File: config.mk
export PLATFORM = sky130hd
export DESIGN_NAME = reg_wb_arbiter
export DESIGN_NICKNAME = d
export VERILOG_FILES = /design/src/rtl/cpu_pkg.sv /design/src/rtl/reg_wb_arbiter_scoreboard.sv /design/src/rtl/reg_wb_arbiter.sv
export SDC_FILE = /design/constraint.sdc
export NUM_CORES = 1
export LEC_CHECK = 0
export CORE_ASPECT_RATIO = 2
export CORE_MARGIN = 2
export CORE_UTILIZATION = 41
export CTS_CLUSTER_DIAMETER = 100
export CTS_CLUSTER_SIZE = 24
export DETAILED_ROUTE_END_ITERATION = 7
export PLACE_DENSITY = 0.77
export SYNTH_ARGS = -nofsm -noshare
export SYNTH_HDL_FRONTEND = slang
export SYNTH_SLANG_ARGS = --single-unit
File: constraint.sdc
create_clock -name clk -period 2.29 [get_ports clk]
set_input_delay 0.5725 -clock clk [delete_from_list [all_inputs] [get_ports clk]]
set_output_delay 0.5725 -clock clk [all_outputs]
set_load 0.01 [all_outputs]
File: src/rtl/cpu_pkg.sv
// Shared register-file types and constants for the write-back path.
package cpu_pkg;

    localparam int REG_ADDR_W = 5;
    localparam int REG_DATA_W = 32;
    localparam int REG_COUNT  = 32;

    typedef logic [REG_ADDR_W-1:0] reg_addr_t;

    // One write-back request as offered by a producer
    typedef struct packed {
        reg_addr_t             rd;
        logic [REG_DATA_W-1:0] data;
    } wb_req_t;

endpackage

File: src/rtl/reg_wb_arbiter_scoreboard.sv
// Pending-write busy bitmap. One set port (issue), one clear port (write-back),
// two combinational read ports. Set wins over clear on the same register;
// register 0 is never busy.
module reg_scoreboard
    import cpu_pkg::*;
#(
    parameter int ADDR_W = REG_ADDR_W
) (
    input  logic              clk,
    input  logic              SYS_reset_n,
    input  logic              set_en,
    input  logic [ADDR_W-1:0] set_addr,
    input  logic              clr_en,
    input  logic [ADDR_W-1:0] clr_addr,
    input  logic [ADDR_W-1:0] rd1_addr,
    input  logic [ADDR_W-1:0] rd2_addr,
    output logic              rd1_busy,
    output logic              rd2_busy
);

    localparam int NREG = 2 ** ADDR_W;

    logic [NREG-1:0] busy;
    logic [NREG-1:0] busy_nxt;

    // Apply clear first so a same-register set overrides it; pin x0 low
    always_comb begin
        busy_nxt = busy;
        if (clr_en)
            busy_nxt[clr_addr] = 1'b0;
        if (set_en)
            busy_nxt[set_addr] = 1'b1;
        busy_nxt[0] = 1'b0;
    end

    // Bitmap register
    always_ff @(posedge clk or negedge SYS_reset_n) begin
        if (!SYS_reset_n)
            busy <= '0;
        else
            busy <= busy_nxt;
    end

    // Reads see only registered state: no same-cycle bypass
    assign rd1_busy = busy[rd1_addr];
    assign rd2_busy = busy[rd2_addr];

endmodule

File: src/rtl/reg_wb_arbiter.sv
// Register-file write-back arbiter: LSU-priority grant with ALU starvation
// guard, registered single write port, and pending-write scoreboard.
// Optional commit counters are built when WB_STATS_EN is defined.
module reg_wb_arbiter
    import cpu_pkg::*;
#(
    parameter int DATA_W       = REG_DATA_W,
    parameter int ADDR_W       = REG_ADDR_W,
    parameter int STARVE_LIMIT = 3
) (
    input  logic              clk,
    input  logic              SYS_reset_n,
    input  logic              alu_valid,
    output logic              alu_ready,
    input  logic [ADDR_W-1:0] alu_rd,
    input  logic [DATA_W-1:0] alu_data,
    input  logic              lsu_valid,
    output logic              lsu_ready,
    input  logic [ADDR_W-1:0] lsu_rd,
    input  logic [DATA_W-1:0] lsu_data,
    input  logic              issue_valid,
    input  logic [ADDR_W-1:0] issue_rd,
    input  logic [ADDR_W-1:0] rs1_addr,
    input  logic [ADDR_W-1:0] rs2_addr,
    output logic              rs1_busy,
    output logic              rs2_busy,
`ifdef WB_STATS_EN
    output logic [31:0]       alu_commit_cnt,
    output logic [31:0]       lsu_commit_cnt,
`endif
    output logic              REG_write_1,
    output logic [ADDR_W-1:0] REG_address_wr,
    output logic [DATA_W-1:0] REG_data_wb_in1
);

    localparam int              SW         = $clog2(STARVE_LIMIT + 1);
    localparam logic [SW-1:0]   STARVE_MAX = SW'(STARVE_LIMIT);

    logic [SW-1:0] starve_cnt;
    logic          alu_forced;
    logic          alu_xfer;
    logic          lsu_xfer;
    logic          any_xfer;
    wb_req_t       alu_req;
    wb_req_t       lsu_req;
    wb_req_t       win_req;

    assign alu_req = '{rd: alu_rd, data: alu_data};
    assign lsu_req = '{rd: lsu_rd, data: lsu_data};

    // Grant is purely a function of the offers and the starve count;
    // the register file never backpressures.
    assign alu_forced = (starve_cnt == STARVE_MAX);
    assign lsu_ready  = lsu_valid & ~alu_forced;
    assign alu_ready  = alu_valid & (~lsu_valid | alu_forced);
    assign lsu_xfer   = lsu_ready;
    assign alu_xfer   = alu_ready;
    assign any_xfer   = lsu_xfer | alu_xfer;
    assign win_req    = lsu_xfer ? lsu_req : alu_req;

    // Count consecutive ALU losses; any ALU win or idle ALU restarts it
    always_ff @(posedge clk or negedge SYS_reset_n) begin
        if (!SYS_reset_n)
            starve_cnt <= '0;
        else if (alu_valid && lsu_xfer)
            starve_cnt <= alu_forced ? starve_cnt : starve_cnt + 1'b1;
        else
            starve_cnt <= '0;
    end

    // Output register: x0 transfers load addr/data but never assert the write
    always_ff @(posedge clk or negedge SYS_reset_n) begin
        if (!SYS_reset_n) begin
            REG_write_1     <= 1'b0;
            REG_address_wr  <= '0;
            REG_data_wb_in1 <= '0;
        end else if (any_xfer) begin
            REG_write_1     <= (win_req.rd != '0);
            REG_address_wr  <= win_req.rd;
            REG_data_wb_in1 <= win_req.data;
        end else begin
            REG_write_1     <= 1'b0;
        end
    end

`ifdef WB_STATS_EN
    // Committed (non-x0) writes per source, free-running with wrap
    always_ff @(posedge clk or negedge SYS_reset_n) begin
        if (!SYS_reset_n) begin
            alu_commit_cnt <= '0;
            lsu_commit_cnt <= '0;
        end else begin
            if (alu_xfer && alu_rd != '0)
                alu_commit_cnt <= alu_commit_cnt + 32'd1;
            if (lsu_xfer && lsu_rd != '0)
                lsu_commit_cnt <= lsu_commit_cnt + 32'd1;
        end
    end
`endif

    reg_scoreboard #(
        .ADDR_W (ADDR_W)
    ) u_sb (
        .clk         (clk),
        .SYS_reset_n (SYS_reset_n),
        .set_en      (issue_valid && issue_rd != '0),
        .set_addr    (issue_rd),
        .clr_en      (any_xfer),
        .clr_addr    (win_req.rd),
        .rd1_addr    (rs1_addr),
        .rd2_addr    (rs2_addr),
        .rd1_busy    (rs1_busy),
        .rd2_busy    (rs2_busy)
    );

endmodule

==> metrics.md, run 1 <==
| Metric | Value |
|---|---|
| R2R Path Start | `starve_cnt[0]` |
| Arrival time at the worst endpoint | `1.71 ns` |
| R2r endpoint | `u_sb.busy[8]` |
| Max Cap Viol | `0` |
| Combinational share of power | `0.253` |
| Clock H-tree levels | `3` |
| Port Buf Inserts | `around 140` |
| Status | `finished clean` |
| Worst-path fanout max | `5` |
| Synth warn | `0` |
| Total Routed Length | `11.97 mm` |
| Finished Cell Area | `approximately 0.0059 sq mm` |
| Period minus WS final | `between 2 and 2.5 ns` |
| Die width | `72.96 microns` |
| Clk pwr share | `0.351` |
| Initial antenna violation count | `0` |
| Io pins | `around 140` |
| Slew headroom | `0.4358` |
| Worst EP required | `1.72 ns` |
| Drt pass-1 iters | `4` |
| P&R area growth vs syn | `52.02%` |
| Placed insts | `around 630` |
| Worst slew pin tran | `0.8424 ns` |
| Largest net degree at the start of global routing | `72` |
| TNS Setup | `0 ns` |
| Clock Sink Count | `71` |
| Synth Area in Adders | `0.003209` |
| Startpoint type of the worst setup path | `primary input` |
| Pleak | `between 2 and 3 nW` |
| Gpl congestion | `0.9246` |
| Post-DP HPWL | `approximately 9.1 mm` |
| Post-DP Area | `0.005499 sq mm` |
| Period utilisation layout | `0.9954` |
| Internal | `3.010 mW` |
| Initial core utilization | `0.4183` |
| Cells after Synth | `382` |
| Die area | `0.01035 sq mm` |
| Power, Total | `4.143 mW` |
| CTS tree | `done` |
| Root buffer cell | `clkbuf_16` |
| Post-route core utilization | `0.6358` |
| Worst Setup SP | `rs1_addr[1]` |
| Nets | `~630` |
| Peak supply drop | `0.5866 mV` |
| Clock latency on the worst-skew pair | `0.33 ns` |
| R2r setup slk | `roughly 0.23 ns` |
| Power Density | `roughly 700 mW/mm^2` |
| Seq pwr share | `0.395` |
| Via density | `around 5.7` |
| Unrepaired setup endpoints after global routing | `true` |
| Synth Cell Area | `slightly below 0.004 sq mm` |
| Fmax | `around 0.44 GHz` |
| Net switching power | `1.132 mW` |
| Synth async-reset ratio | `1.000` |
| Sequential share of the synthesized area | `0.4557` |
| Remaining global-route overflow | `0` |
| Max-slew violations | `0` |
| Simple-gate share of the synthesized area | `0.1338` |
| Avg Inst Size Synth | `just over 10 sq um` |
| Sw frac | `0.2733` |
| Synth unique cells | `45` |
| Mux contribution to synthesized area | `0.1775` |
| Num CTS Buffers | `9` |
| Post-CTS Hold Buffers | `0` |
| Die Y | `roughly 140 microns` |
| CTS Buffer Depth | `2` |
| Kind of critical path | `in2out` |
| Fin cells | `roughly 650` |
| Layout cells sized above 1 | `0.1636` |
| Xor/xnor share of the synthesized area | `0` |
| Final setup viols | `0` |
| Hold Fails Final Rpt | `0` |
| Via count | `between 3000 and 4000` |
| DR WL/cell | `roughly 18 microns` |
| Worst r2r path cells | `6` |
| Largest family of logic cells by synthesized area | `compound AO/OA/AOI/OAI gates` |
| Crit path capture type | `output port` |
| DRC viols | `0` |
| N_diodes | `0` |
| Compound-Gate Fraction of Synth Area | `0.1961` |
| 1st-iter DRT viols | `185` |
| Reg clk slew, reported paths | `about 0.06 ns` |
| Antenna Nets Post-Route | `0` |
| Vias in the first global route | `3988` |
| GRT Util Overall | `0.2452` |
| Syn Nets | `about 480` |
| Worst hold path class | `in2async` |
| Top FF cell, synth | `dfrtp_1` |
| Worst Skew | `0.005579 ns` |
| Core area | `~0.0093 sq mm` |
| #FFs+latches synth | `between 70 and 80` |
| Number of core rows | `50` |
| Post-synth EDFFs | `0` |
| First-pass GRT wire length | `19.45 mm` |
## timing repair
| item | in CTS | in global routing |
|---|---|---|
| setup endpoints to repair | 4 | 11 |
| gates cloned | 2 | 0 |
| setup buffers | 0 | 2 |
| pin swaps | 2 | 6 |
| gates resized for setup | 40 | 13 |
## worst max-delay path by stage
stage | end | slack (ns) | depth (start not counted)
after floorplan | rs1_busy | 0.08 | 5
after global placement | rs1_busy | -0.85 | 6
after detailed placement | rs2_busy | -0.86 | 6
after CTS | rs1_busy | 0.004 | 7
after global routing | rs1_busy | -0.04 | 5
final | rs1_busy | 0.01 | 7
## power groups by stage
stage / sequential [mW] / clock, mW / combinational, mW
2_1_floorplan: 1.63 / 0 / 0.479
3_3_place_gp: 1.64 / 0 / 0.968
3_5_place_dp: 1.65 / 0 / 0.999
4_1_cts: 1.64 / 1.48 / 1.01
5_1_grt: 1.67 / 1.54 / 1.14
6_report: 1.64 / 1.46 / 1.05
## cells in the final DEF, fill, tap and decap left out, types with 3 or more instances in the layout
| cell | count |
|---|---|
| buf_4 | 27 |
| mux2i_1 | 50 |
| or3b_2 | 3 |
| o2bb2ai_1 | 8 |
| nand3_1 | 17 |
| mux2i_2 | 3 |
| nand3b_1 | 6 |
| nor2b_1 | 4 |
| dlygate4sd2_1 | 4 |
| a21oi_1 | 6 |
| o31ai_1 | 25 |
| nand2_1 | 41 |
| clkdlybuf4s50_1 | 121 |
| a22oi_1 | 3 |
| buf_2 | 6 |
| o21ai_0 | 54 |
| clkbuf_16 | 9 |
| o21ai_1 | 5 |
| nor2_1 | 9 |
| mux4_2 | 6 |
| buf_6 | 6 |
| a31oi_1 | 3 |
| nand2b_4 | 3 |
| dfrtp_1 | 71 |
| inv_1 | 5 |
## state kept, by name (all words and copies together), names as in the netlist
register and flops:
starve_cnt 2, REG_data_wb_in1 32, REG_address_wr 5, REG_write_1 1, u_sb.busy 31
## kinds of logic (layout without fill, tap and decap cells)
group                    after synthesis  in the layout
buffers and inverters                 29            191
multiplexers                          61             61
adder cells (fa/ha/maj)                1              1
AND/OR/NAND/NOR                       99             99
flip-flops                            71             71
AO/OA/AOI/OAI                        121            121
## cell usage after synthesis, types with 3 or more instances
library cell	instances	area share
o31ai_1	25	0.048
nand3b_1	6	0.012
mux2i_1	53	0.14
nor2_1	9	0.0087
dfrtp_1	71	0.46
nand3_1	17	0.022
o21ai_1	5	0.0064
nor2b_1	4	0.0064
or3b_2	3	0.0067
inv_1	5	0.0048
nand2_1	41	0.039
clkbuf_1	14	0.013
nand2b_1	4	0.0064
a31oi_1	4	0.0064
buf_2	6	0.0077
o21ai_0	54	0.069
a21oi_1	7	0.0090
o2bb2ai_1	8	0.018
a22oi_1	4	0.0077
mux4_2	6	0.035
## layer usage
metal | GRT usage | wire length [microns] | part of all wire | up-vias
li1 | - | - | - | 1755
met1 | 0.2445 | 4030 | 0.34 | 1761
met2 | 0.4474 | 6648 | 0.56 | 166
met3 | 0.06463 | 786 | 0.066 | 33
met4 | 0.1277 | 501 | 0.042 | 0
met5 | 0 | 0 | 0 | -
## through the flow
stage	setup slack [ns]	hold WS, ns
final	0.01057	0.2572
after global routing	-0.04393	0.2915
after CTS	0.003815	0.2758
after detailed placement	-0.8646	0.4541
after global placement	-0.8489	0.4297
after floorplan	0.08448	0.2769
## area by class of cell
type / count / area (sq um)
Multi-Input combinational cell: 282 / 2074
Clock buffer: 10 / 229.0
Clock inverter: 6 / 85.08
Tap cell: 104 / 130.1
Timing Repair Buffer: 169 / 1609
Fill cell: 736 / 3395
Inverter: 6 / 22.52
Sequential cell: 71 / 1777
## worst max-delay path, stage by stage
cell and delay [ns]:
clkdlybuf4s15_2 0.22, buf_6 0.13, mux4_2 0.29, nand2b_4 0.15, o211ai_1 0.09, nand4_1 0.11
buf_2 0.15
Note: power is estimated with default switching activity, not from simulation.
==> run 2, diff against run 1 <==
--- a/config.mk
+++ b/config.mk
@@ -5,7 +5,6 @@
 export SDC_FILE = /design/constraint.sdc
 export NUM_CORES = 1
 export LEC_CHECK = 0
-export CORE_ASPECT_RATIO = 2
 export CORE_MARGIN = 2
 export CORE_UTILIZATION = 41
 export CTS_CLUSTER_DIAMETER = 100
==> run 2 against run 1 <==
  * Highest routed layer unchanged
  * Sequential power is essentially flat
  * Setup slack lost 0.056 ns
  * Cell count grew 3.5%
  * Die area shrank 0.46%
  * Largest cell class unchanged
  * Count of clock-buffer cells in the layout grew 1
  * The flow now finishes with violations (setup timing)
  * Non-clock buffer count shrank 2
==> metrics.md, run 2 (synthesis results as in run 1) <==
| Metric | Value |
|---|---|
| Hold_ws | `0.05377 ns (-0.2034 ns)` |
| Placed insts | `646 (+2.9%)` |
| DRC viols | `0 (unchanged)` |
| Power, Total | `3.871 mW (-6.6%)` |
| Post-CTS Hold Buffers | `0 (unchanged)` |
| N_diodes | `0 (unchanged)` |
| Pleak | `2.504 nW (-0.11%)` |
| Peak supply drop | `0.4351 mV (-26%)` |
| Antenna Nets Post-Route | `0 (unchanged)` |
| Max Cap Viol | `0 (unchanged)` |
| Failing checks | `setup timing` |
| Clock H-tree levels | `3 (unchanged)` |
| Worst Setup SP | `u_sb.busy[7]` |
| R2R Path Start | `starve_cnt[0]` |
| Final setup margin | `-0.04502 ns (-0.05558 ns)` |
| Via count | `3697 (-0.48%)` |
| Via density | `5.510 (-3.9%)` |
| Remaining global-route overflow | `0 (unchanged)` |
| Gpl congestion | `0.8263 (-11%)` |
| Worst r2r path cells | `6 (unchanged)` |
| Largest net degree at the start of global routing | `66 (-8.3%)` |
| Die width | `101.5 microns (+39%)` |
| CTS tree | `done` |
| Die area | `0.01031 sq mm (-0.46%)` |
| Fin cells | `671 (+3.5%)` |
| Num CTS Buffers | `9 (unchanged)` |
| Commonest non-fill, non-tap cells in the layout | `clkdlybuf4s50_1 (120), dfrtp_1 (71), o21ai_0 (54)` |
| R2r setup slk | `0.22 ns (about the same)` |
| Reg clk slew, reported paths | `0.07 ns (about the same)` |
| Nets | `632 (-0.32%)` |
| GRT Util Overall | `0.2329 (-0.01228)` |
| Post-DP Area | `0.005515 sq mm (+0.30%)` |
| Max-slew violations | `0 (unchanged)` |
| Period utilisation layout | `1.020 (+0.02427)` |
| CTS Buffer Depth | `2 (unchanged)` |
| Finished Cell Area | `0.005874 sq mm (-0.89%)` |
| Final setup viols | `2 (+2)` |
| Post-route core utilization | `0.6357 (about the same)` |
| Arrival time at the worst endpoint | `1.76 ns (+0.05 ns)` |
| Die Y | `101.5 microns (-28%)` |
| Worst hold path class | `in2async` |
| Fmax | `0.4283 GHz (-2.4%)` |
| Power Density | `658.9 mW/mm^2 (-5.7%)` |
| Max reg flops | `32 (unchanged)` |
| Initial core utilization | `0.4219 (+0.003681)` |
| R2r endpoint | `u_sb.busy[31]` |
| Startpoint type of the worst setup path | `register` |
| Hold Fails Final Rpt | `0 (unchanged)` |
| Initial antenna violation count | `0 (unchanged)` |
| First-pass GRT wire length | `18.74 mm (-3.7%)` |
| Most common cell after layout, fill and taps aside | `clkdlybuf4s50_1` |
| Worst slew pin tran | `0.8515 ns (+0.009076 ns)` |
| Port Buf Inserts | `135 (unchanged)` |
| Root buffer cell | `clkbuf_8` |
| TNS Setup | `-0.07897 ns (-0.07897 ns)` |
| Crit path capture type | `output port` |
| Slew headroom | `0.4248 (-0.01091)` |
| 1st-iter DRT viols | `182 (-1.6%)` |
| DR WL/cell | `17.43 microns (-5.6%)` |
| Number of core rows | `35 (-30%)` |
| Unrepaired setup endpoints after global routing | `true` |
| Vias in the first global route | `3900 (-2.2%)` |
| Period minus WS final | `2.335 ns (+0.05558 ns)` |
| Status | `finished with violations` |
| Clock Sink Count | `71 (unchanged)` |
| P&R area growth vs syn | `50.67%` |
| Worst EP required | `1.72 ns (about the same)` |
| Core area | `0.009240 sq mm (-0.87%)` |
| Pre-CTS WS | `-0.8829 ns (-0.01831 ns)` |
| Total Routed Length | `11.70 mm (-2.3%)` |
| Clock latency on the worst-skew pair | `0.35 ns (+0.02 ns)` |
| Kind of critical path | `reg2out` |
| Layout cells sized above 1 | `0.1531 (-0.01047)` |
| Worst Skew | `0.005687 ns (+0.0001071 ns)` |
| Biggest regs | `REG_data_wb_in1 x32, u_sb.busy x31, REG_address_wr x5` |
| Worst-path fanout max | `3 (-2)` |
| Post-DP HPWL | `8.587 mm (-5.6%)` |
| Biggest register | `REG_data_wb_in1` |
| Io pins | `136 (unchanged)` |
| Drt pass-1 iters | `4 (unchanged)` |
-- run 2: changes by cell type in the layout (fill, tap and decap cells not counted), sizes merged --
cell and change:
buf -4, clkbuf +4, clkdlybuf4s15 -3, bufbuf +2, clkdlybuf4s50 -1, clkinv -1
dlygate4sd2 +1
-- run 2: worst max path at each step --
stage          endpoint  slack [ns]  depth (start not counted)
6_report       rs1_busy       -0.05                          5
5_1_grt        rs1_busy       -0.09                          5
4_1_cts        rs1_busy       -0.05                          5
3_5_place_dp   rs2_busy       -0.88                          6
3_3_place_gp   rs1_busy       -0.85                          6
2_1_floorplan  rs1_busy        0.08                          5
-- run 2: power by group --
group	total (mW)	internal, mW	leakage [nW]	switching [mW]
sequential	1.65	1.46	0.867	0.185
combinational	1.07	0.622	1.53	0.449
clock	1.15	0.671	0.112	0.480
-- run 2: what timing repair did --
| action | 4_1_cts | 5_1_grt |
|---|---|---|
| gates resized for setup | 36 | 8 |
| pin swaps | 6 | 3 |
| hold endpoints to repair | 0 | 0 |
| setup endpoints to repair | 4 | 2 |
| gates cloned | 2 | 0 |
| setup buffers | 3 | 4 |
-- run 2: routing by layer --
metal	global-route usage	routed length, microns	vias to the layer above
li1	-	-	1746
met1	0.2752	4709	1766
met2	0.3988	5681	168
met3	0.07453	1082	17
met4	0.08212	222	0
met5	0	0	-
-- run 2: area by class of cell --
type                            count  area [sq um]
Clock buffer                       11         151.4
Timing Repair Buffer              167          1647
Tap cell                          129         161.4
Multi-Input combinational cell    282          2036
Sequential cell                    71          1777
Inverter                            6         22.52
Fill cell                         758          3366
Clock inverter                      5         80.08
-- run 2: worst max-delay path, stage by stage, from the launching register on --
cell	delay, ns
dfrtp_1	0.42
mux4_2	0.48
nand2b_4	0.15
o211ai_1	0.09
nand4_1	0.12
buf_2	0.16
